File: src/rtl/mc_key_pkg.sv
// Shared constants and types for the MiniComputer key streamer.
// Optional build macro used by the top: MC_KEY_GAP_EN.
package mc_key_pkg;

    localparam int KEY_W = 128;

    localparam logic [7:0] ASCII_ETX   = 8'h03;
    localparam logic [7:0] ASCII_LF    = 8'h0A;
    localparam logic [7:0] ASCII_SPACE = 8'h20;

    typedef enum logic [1:0] {
        ST_IDLE = 2'd0,
        ST_RUN  = 2'd1,
        ST_TERM = 2'd2
    } state_e;

endpackage

File: src/rtl/mc_key_fifo.sv
// Small synchronous FIFO holding {last, byte} entries for the key streamer.
// The head entry is visible without a read cycle so a pop and its key decode share one edge.
module mc_key_fifo #(
    parameter int DEPTH = 16,
    parameter int WIDTH = 9
) (
    input  logic                     Clk,
    input  logic                     Rst,
    input  logic                     push_i,
    input  logic [WIDTH-1:0]         wdata_i,
    input  logic                     pop_i,
    output logic [WIDTH-1:0]         rdata_o,
    output logic                     full_o,
    output logic                     empty_o,
    output logic [$clog2(DEPTH):0]   count_o
);

    localparam int AW = $clog2(DEPTH);

    logic [WIDTH-1:0] mem_q [DEPTH];
    logic [AW-1:0]    wr_ptr_q;
    logic [AW-1:0]    rd_ptr_q;
    logic [AW:0]      count_q;
    logic             do_push;
    logic             do_pop;

    assign full_o  = (count_q == (AW+1)'(DEPTH));
    assign empty_o = (count_q == '0);
    assign count_o = count_q;
    assign rdata_o = mem_q[rd_ptr_q];

    // A full FIFO refuses pushes even if it is being popped in the same cycle.
    assign do_push = push_i & ~full_o;
    assign do_pop  = pop_i & ~empty_o;

    always_ff @(posedge Clk) begin
        if (do_push) begin
            mem_q[wr_ptr_q] <= wdata_i;
        end
    end

    always_ff @(posedge Clk) begin
        if (!Rst) begin
            wr_ptr_q <= '0;
            rd_ptr_q <= '0;
            count_q  <= '0;
        end else begin
            if (do_push) begin
                wr_ptr_q <= wr_ptr_q + 1'b1;
            end
            if (do_pop) begin
                rd_ptr_q <= rd_ptr_q + 1'b1;
            end
            case ({do_push, do_pop})
                2'b10:   count_q <= count_q + 1'b1;
                2'b01:   count_q <= count_q - 1'b1;
                default: count_q <= count_q;
            endcase
        end
    end

endmodule

File: src/rtl/mc_key_streamer.sv
// Streams buffered ASCII program text onto the MiniComputer one-hot key lines, then holds etx.
// Build macro MC_KEY_GAP_EN inserts a forced all-zero cycle after every emitted key.
module mc_key_streamer
    import mc_key_pkg::*;
#(
    parameter int DEPTH = 16,
    parameter int KEY_W = mc_key_pkg::KEY_W
) (
    input  logic                     Clk,
    input  logic                     Rst,
    input  logic                     InValid,
    input  logic [7:0]               InData,
    input  logic                     InLast,
    output logic                     InReady,
    input  logic                     Go,
    output logic [KEY_W-1:0]         KeyVec,
    output logic [$clog2(DEPTH):0]   Count,
    output logic                     Busy,
    output logic                     Done,
    output logic                     BadChar
);

    state_e             state_q;
    logic [KEY_W-1:0]   key_vec_q;
    logic               bad_char_q;
    logic               last_seen_q;
    logic               gap_hold;

    logic               fifo_push;
    logic               fifo_pop;
    logic               fifo_full;
    logic               fifo_empty;
    logic [8:0]         fifo_rdata;
    logic [$clog2(DEPTH):0] fifo_count;

    logic               head_last;
    logic [7:0]         head_data;
    logic [KEY_W-1:0]   char_vec;
    logic [KEY_W-1:0]   etx_vec;

`ifdef MC_KEY_GAP_EN
    logic               gap_q;
    assign gap_hold = gap_q;
`else
    assign gap_hold = 1'b0;
`endif

    assign InReady   = ~fifo_full & ~last_seen_q & (state_q != ST_TERM);
    assign fifo_push = InValid & InReady;
    assign fifo_pop  = (state_q == ST_RUN) & ~fifo_empty & ~gap_hold;

    assign head_last = fifo_rdata[8];
    assign head_data = fifo_rdata[7:0];

    mc_key_fifo #(
        .DEPTH (DEPTH),
        .WIDTH (9)
    ) u_fifo (
        .Clk     (Clk),
        .Rst     (Rst),
        .push_i  (fifo_push),
        .wdata_i ({InLast, InData}),
        .pop_i   (fifo_pop),
        .rdata_o (fifo_rdata),
        .full_o  (fifo_full),
        .empty_o (fifo_empty),
        .count_o (fifo_count)
    );

    for (genvar gi = 0; gi < KEY_W; gi++) begin : g_dec
        assign char_vec[gi] = (head_data[6:0] == 7'(gi));
        assign etx_vec[gi]  = (gi == int'(ASCII_ETX));
    end

    always_ff @(posedge Clk) begin
        if (!Rst) begin
            state_q     <= ST_IDLE;
            key_vec_q   <= '0;
            bad_char_q  <= 1'b0;
            last_seen_q <= 1'b0;
`ifdef MC_KEY_GAP_EN
            gap_q       <= 1'b0;
`endif
        end else begin
            if (fifo_push && InLast) begin
                last_seen_q <= 1'b1;
            end
            case (state_q)
                ST_IDLE: begin
                    key_vec_q <= '0;
                    if (Go) begin
                        state_q <= ST_RUN;
                    end
                end
                ST_RUN: begin
                    if (fifo_pop) begin
                        // Bytes with bit 7 set have no key line; emit a blank cycle instead.
                        key_vec_q <= head_data[7] ? '0 : char_vec;
                        if (head_data[7]) begin
                            bad_char_q <= 1'b1;
                        end
                        if (head_last) begin
                            state_q <= ST_TERM;
                        end
`ifdef MC_KEY_GAP_EN
                        gap_q <= 1'b1;
`endif
                    end else begin
                        key_vec_q <= '0;
`ifdef MC_KEY_GAP_EN
                        gap_q <= 1'b0;
`endif
                    end
                end
                ST_TERM: begin
                    key_vec_q <= gap_hold ? '0 : etx_vec;
`ifdef MC_KEY_GAP_EN
                    gap_q <= 1'b0;
`endif
                end
                default: begin
                    state_q   <= ST_IDLE;
                    key_vec_q <= '0;
                end
            endcase
        end
    end

    assign KeyVec  = key_vec_q;
    assign Count   = fifo_count;
    assign Busy    = (state_q == ST_RUN);
    assign Done    = (state_q == ST_TERM);
    assign BadChar = bad_char_q;

endmodule
File: config.mk
export PLATFORM = sky130hd
export DESIGN_NAME = mc_key_streamer
export DESIGN_NICKNAME = d
export VERILOG_FILES = /design/src/rtl/mc_key_pkg.sv /design/src/rtl/mc_key_fifo.sv /design/src/rtl/mc_key_streamer.sv
export SDC_FILE = /design/constraint.sdc
export NUM_CORES = 1
export LEC_CHECK = 0
export ABC_CLOCK_PERIOD_IN_PS = 3300
export BUFFER_PORTS_ARGS = -buffer_cell sky130_fd_sc_hd__buf_2
export CAP_MARGIN = 20
export CORE_ASPECT_RATIO = 1.1
export CORE_MARGIN = 2
export CORE_UTILIZATION = 51
export DETAILED_ROUTE_END_ITERATION = 10
export GPL_ROUTABILITY_DRIVEN = 0
export GPL_TIMING_DRIVEN = 0
export PLACE_DENSITY = 0.79
export SYNTH_ARGS = -nofsm -noshare
export SYNTH_HDL_FRONTEND = slang
export SYNTH_SLANG_ARGS = --single-unit
File: constraint.sdc
create_clock -name Clk -period 3.3 [get_ports Clk]
set_clock_uncertainty 0.2 [all_clocks]
set_input_delay 0.99 -clock Clk [delete_from_list [all_inputs] [get_ports Clk]]
set_output_delay 0.99 -clock Clk [all_outputs]
set_load 0.1 [all_outputs]
==> qor.yml <==
timing:
  holdWs_ns: 0.267
  tightestPinTransition_ns: 0.938
  fmax_mhz: 317
  fin_crit_sh_pct: 95.6
  period_needed_ns: 3.16
  relSlewSlack_pct: 37.2
  finalMaxSlewViolations: 0
  hold_viol_final: 0
  rsz0062_at_grt: "no"
  setup_viol: 0
die:
  io_pins: 150
  rows: 55
  start_util_pct: 51.6
  die_w_um: 141
  die_y_um: 155
  core_mm2: 0.0204
  die_area_mm2: 0.0218
yosys:
  netlist_instances: 688
  ys_top_cells_by_area: "edfxtp_1, dfxtp_1, nor3_1"
  synth_cell_types: 61
  synth_area_mm2: 0.0105
  ys.flop_type: "dfxtp_1"
  syn-num-nets: 712
  synth_largest_area_cell: "edfxtp_1"
  synthArstFlopShare_pct: 0
  synth-seq-cells: 293
  netlist.area_leader.share_pct: 41.1
  ys_seq_area_share_pct: 69.5
  avgSynthCellArea_um2: 15.3
  synth_edf_count: 144
  ys_warn_count: 0
route:
  routed_via_density: 5.67
  drt-total-wl_um: 23100
  drt_iter0_drc: 547
  vias: 6478
  wl_per_cell_um: 20.2
  firstDrtPassIters: 5
  drc: 0
  ant_nets: 0
pwr:
  pwr_density_cell_mw_per_mm2: 707
  vdd_ir_drop_max_v: 0.000365
  power_leakage_nw: 4.69
worst_setup_path:
  cpMostUsedCell: "nor3_1"
  ff2ff_path_depth: 8
  crit_type: "flip-flop to flip-flop"
  critPathMaxFanout: 10
  arrival_ns: 3.30
  required_ns: 3.45
  slowest_delay_ns: 0.54
  crit_chain: "buf_6, buf_4, mux4_2, mux2i_1, nor3_1, o21ai_1, buf_2, nor3_1"
  path_delay_family: "multiplexers"
  r2r-end: "KeyVec[124]$_SDFF_PN0_"
  ff2ff_setup_slack_ns: 0.14
  end_kind: "flip-flop"
  startpoint_type: "flip-flop"
  path_buf_inv: 3
  critPathSlowestCell: "mux4_2"
place:
  hpwl_um: 15800
  portBuffers: 149
  dp.cells: 1093
  post_dp_cell_area_mm2: 0.0116
global_route:
  overflow: 0
  grt_pass1_vias: 6159
  grt_pass1_wl_um: 35000
  grt_max_degree: 18
  antenna_found_initial: 0
  grt_usage_pct: 21.1
clock_network:
  path_clk_slew_ns: 0.06
  clk_root_buffer_cell: "clkbuf_16"
  cts_tree: "built"
  cts_max_level: 1
  cts_made_buffers: 27
  insertion_delay_ns: 0.54
  cts.sinks: 293
  cts.path.max_buffers: 3
finish:
  regArea_mm2: 0.00732
  nNetsFinal: 892
  diodes: 0
  instances_no_fill: 1143
  design_area_mm2: 0.0125
  syn_to_final_growth_pct: 18.8
  drive_above_1_share_pct: 32.9
  n_fill_cell: 1441
  multiInputGateArea_mm2: 0.00290
worst_hold_path:
  hp-start: "BadChar$_SDFFE_PN0P_"
  holdPathStages: 1
  worst_hold_path.endpoint: "BadChar$_SDFFE_PN0P_"
  hp-class: "flip-flop to flip-flop"
status:
  outcome: "complete, no violations"
run:
  max-cap-violations: 0
-- where the power goes --
part	switching, W	total (W)	internal (W)
clock network	0.00127	0.00288	0.00161
logic	0.00128	0.00195	0.000665
registers	0.0000856	0.00401	0.00392
total	0.00264	0.00884	0.00620
-- per-stage QoR --
step	TNS [ns]	setup WS (ns)	total power [W]	utilization, %
after CTS	0	0.00326	0.00884	61.2
after global placement	-1.75	-0.321	0.00595	57.2
after floorplan	0	0.00286	0.00555	-
after global routing	0	0.0152	0.00915	61.3
after detailed placement	-5.13	-0.363	0.00598	57.2
final	0	0.145	0.00884	61.3
-- cell type report --
class	instances	share of cell area (%)
inverters	12	0.361
clock buffers	36	6.09
well taps	256	2.56
repair buffers	152	6.15
flip-flops and latches	293	58.6
plain buffers	44	2.54
clock inverters	12	0.461
multi-input cells	338	23.2
-- layer usage --
layer  GRT usage, %  vias up  wire (µm)
li1               -     2968          -
met1           26.9     3140       9340
met2           35.9      314      11300
met3           3.44       56       1590
met4           9.05        0        874
met5              0        -          0
-- worst max path at each step --
| stage | start | end | depth (start not counted) |
|---|---|---|---|
| 6_report | flip-flop | KeyVec[124]$_SDFF_PN0_ | 8 |
| 5_1_grt | flip-flop | KeyVec[124]$_SDFF_PN0_ | 8 |
| 4_1_cts | u_fifo.count_o[2]$_SDFFE_PN0P_ | u_fifo.count_o[4]$_SDFFE_PN0P_ | 13 |
| 3_5_place_dp | InValid | u_fifo.count_o[4]$_SDFFE_PN0P_ | 13 |
| 3_3_place_gp | InValid | u_fifo.count_o[4]$_SDFFE_PN0P_ | 13 |
| 2_1_floorplan | InValid | u_fifo.count_o[4]$_SDFFE_PN0P_ | 12 |
-- kinds of logic (layout without fill, tap and decap cells) --
logic type	Yosys count	in the layout	synth area share, %
adders and majority gates	11	11	1.31
DFF	293	293	69.5
xor gates and xnor gates	10	10	0.833
AOI/OAI and AO/OA	54	54	4.34
buffers and inverters	57	256	3.39
muxes	54	54	9.78
and+or+nand+nor	209	209	10.9
-- cell usage after synthesis (4+ instances only) --
library cell    n
clkbuf_1       10
o21ai_0         4
a21oi_1         9
buf_2          17
buf_6          11
nand3_1         5
nor3_1        133
nor2_1         18
inv_1          10
nand4_1         4
o21ai_2         5
buf_4           6
mux2_2          6
nand2_1         5
dfxtp_1       149
edfxtp_1      144
ha_1           11
and2_1         17
mux4_2         28
a22o_1          5
and3_1          6
mux4_1          8
mux2i_1        12
xor2_1          7
o211ai_1        5
-- placed cells by master, fill, tap and decap left out, drive strengths merged, types with 4 or more instances in the layout --
cell	synthesis	layout
o211ai	6	6
ha	11	11
clkinv	2	8
clkbuf	10	45
mux4	36	36
edfxtp	144	144
a221oi	4	4
a21oi	9	9
nand2	5	5
mux2i	12	12
and3	6	6
mux2	6	6
nand4	6	6
nor3	135	135
nand3	5	5
a22o	5	5
o21ai	10	10
dfxtp	149	149
xor2	7	7
nor3b	4	4
inv	10	16
nor2	18	18
buf	35	187
and2	17	17
-- sequential cells by signal (all words and copies together), names as in the netlist, named ones only --
register and flops:
BadChar 1, u_fifo.mem_q 144, u_fifo.wr_ptr_q 4, last_seen_q 1, state_q 2, u_fifo.rd_ptr_q 4, KeyVec 128, u_fifo.count_o 5
-- timing repair --
item	in CTS	in global routing
pin swaps	1	3
buffers inserted	0	3
setup endpoints to repair	2	2
hold buffers	0	0
resized for setup	1	0
cloned	0	0
Power figures use the tool's default switching activity.
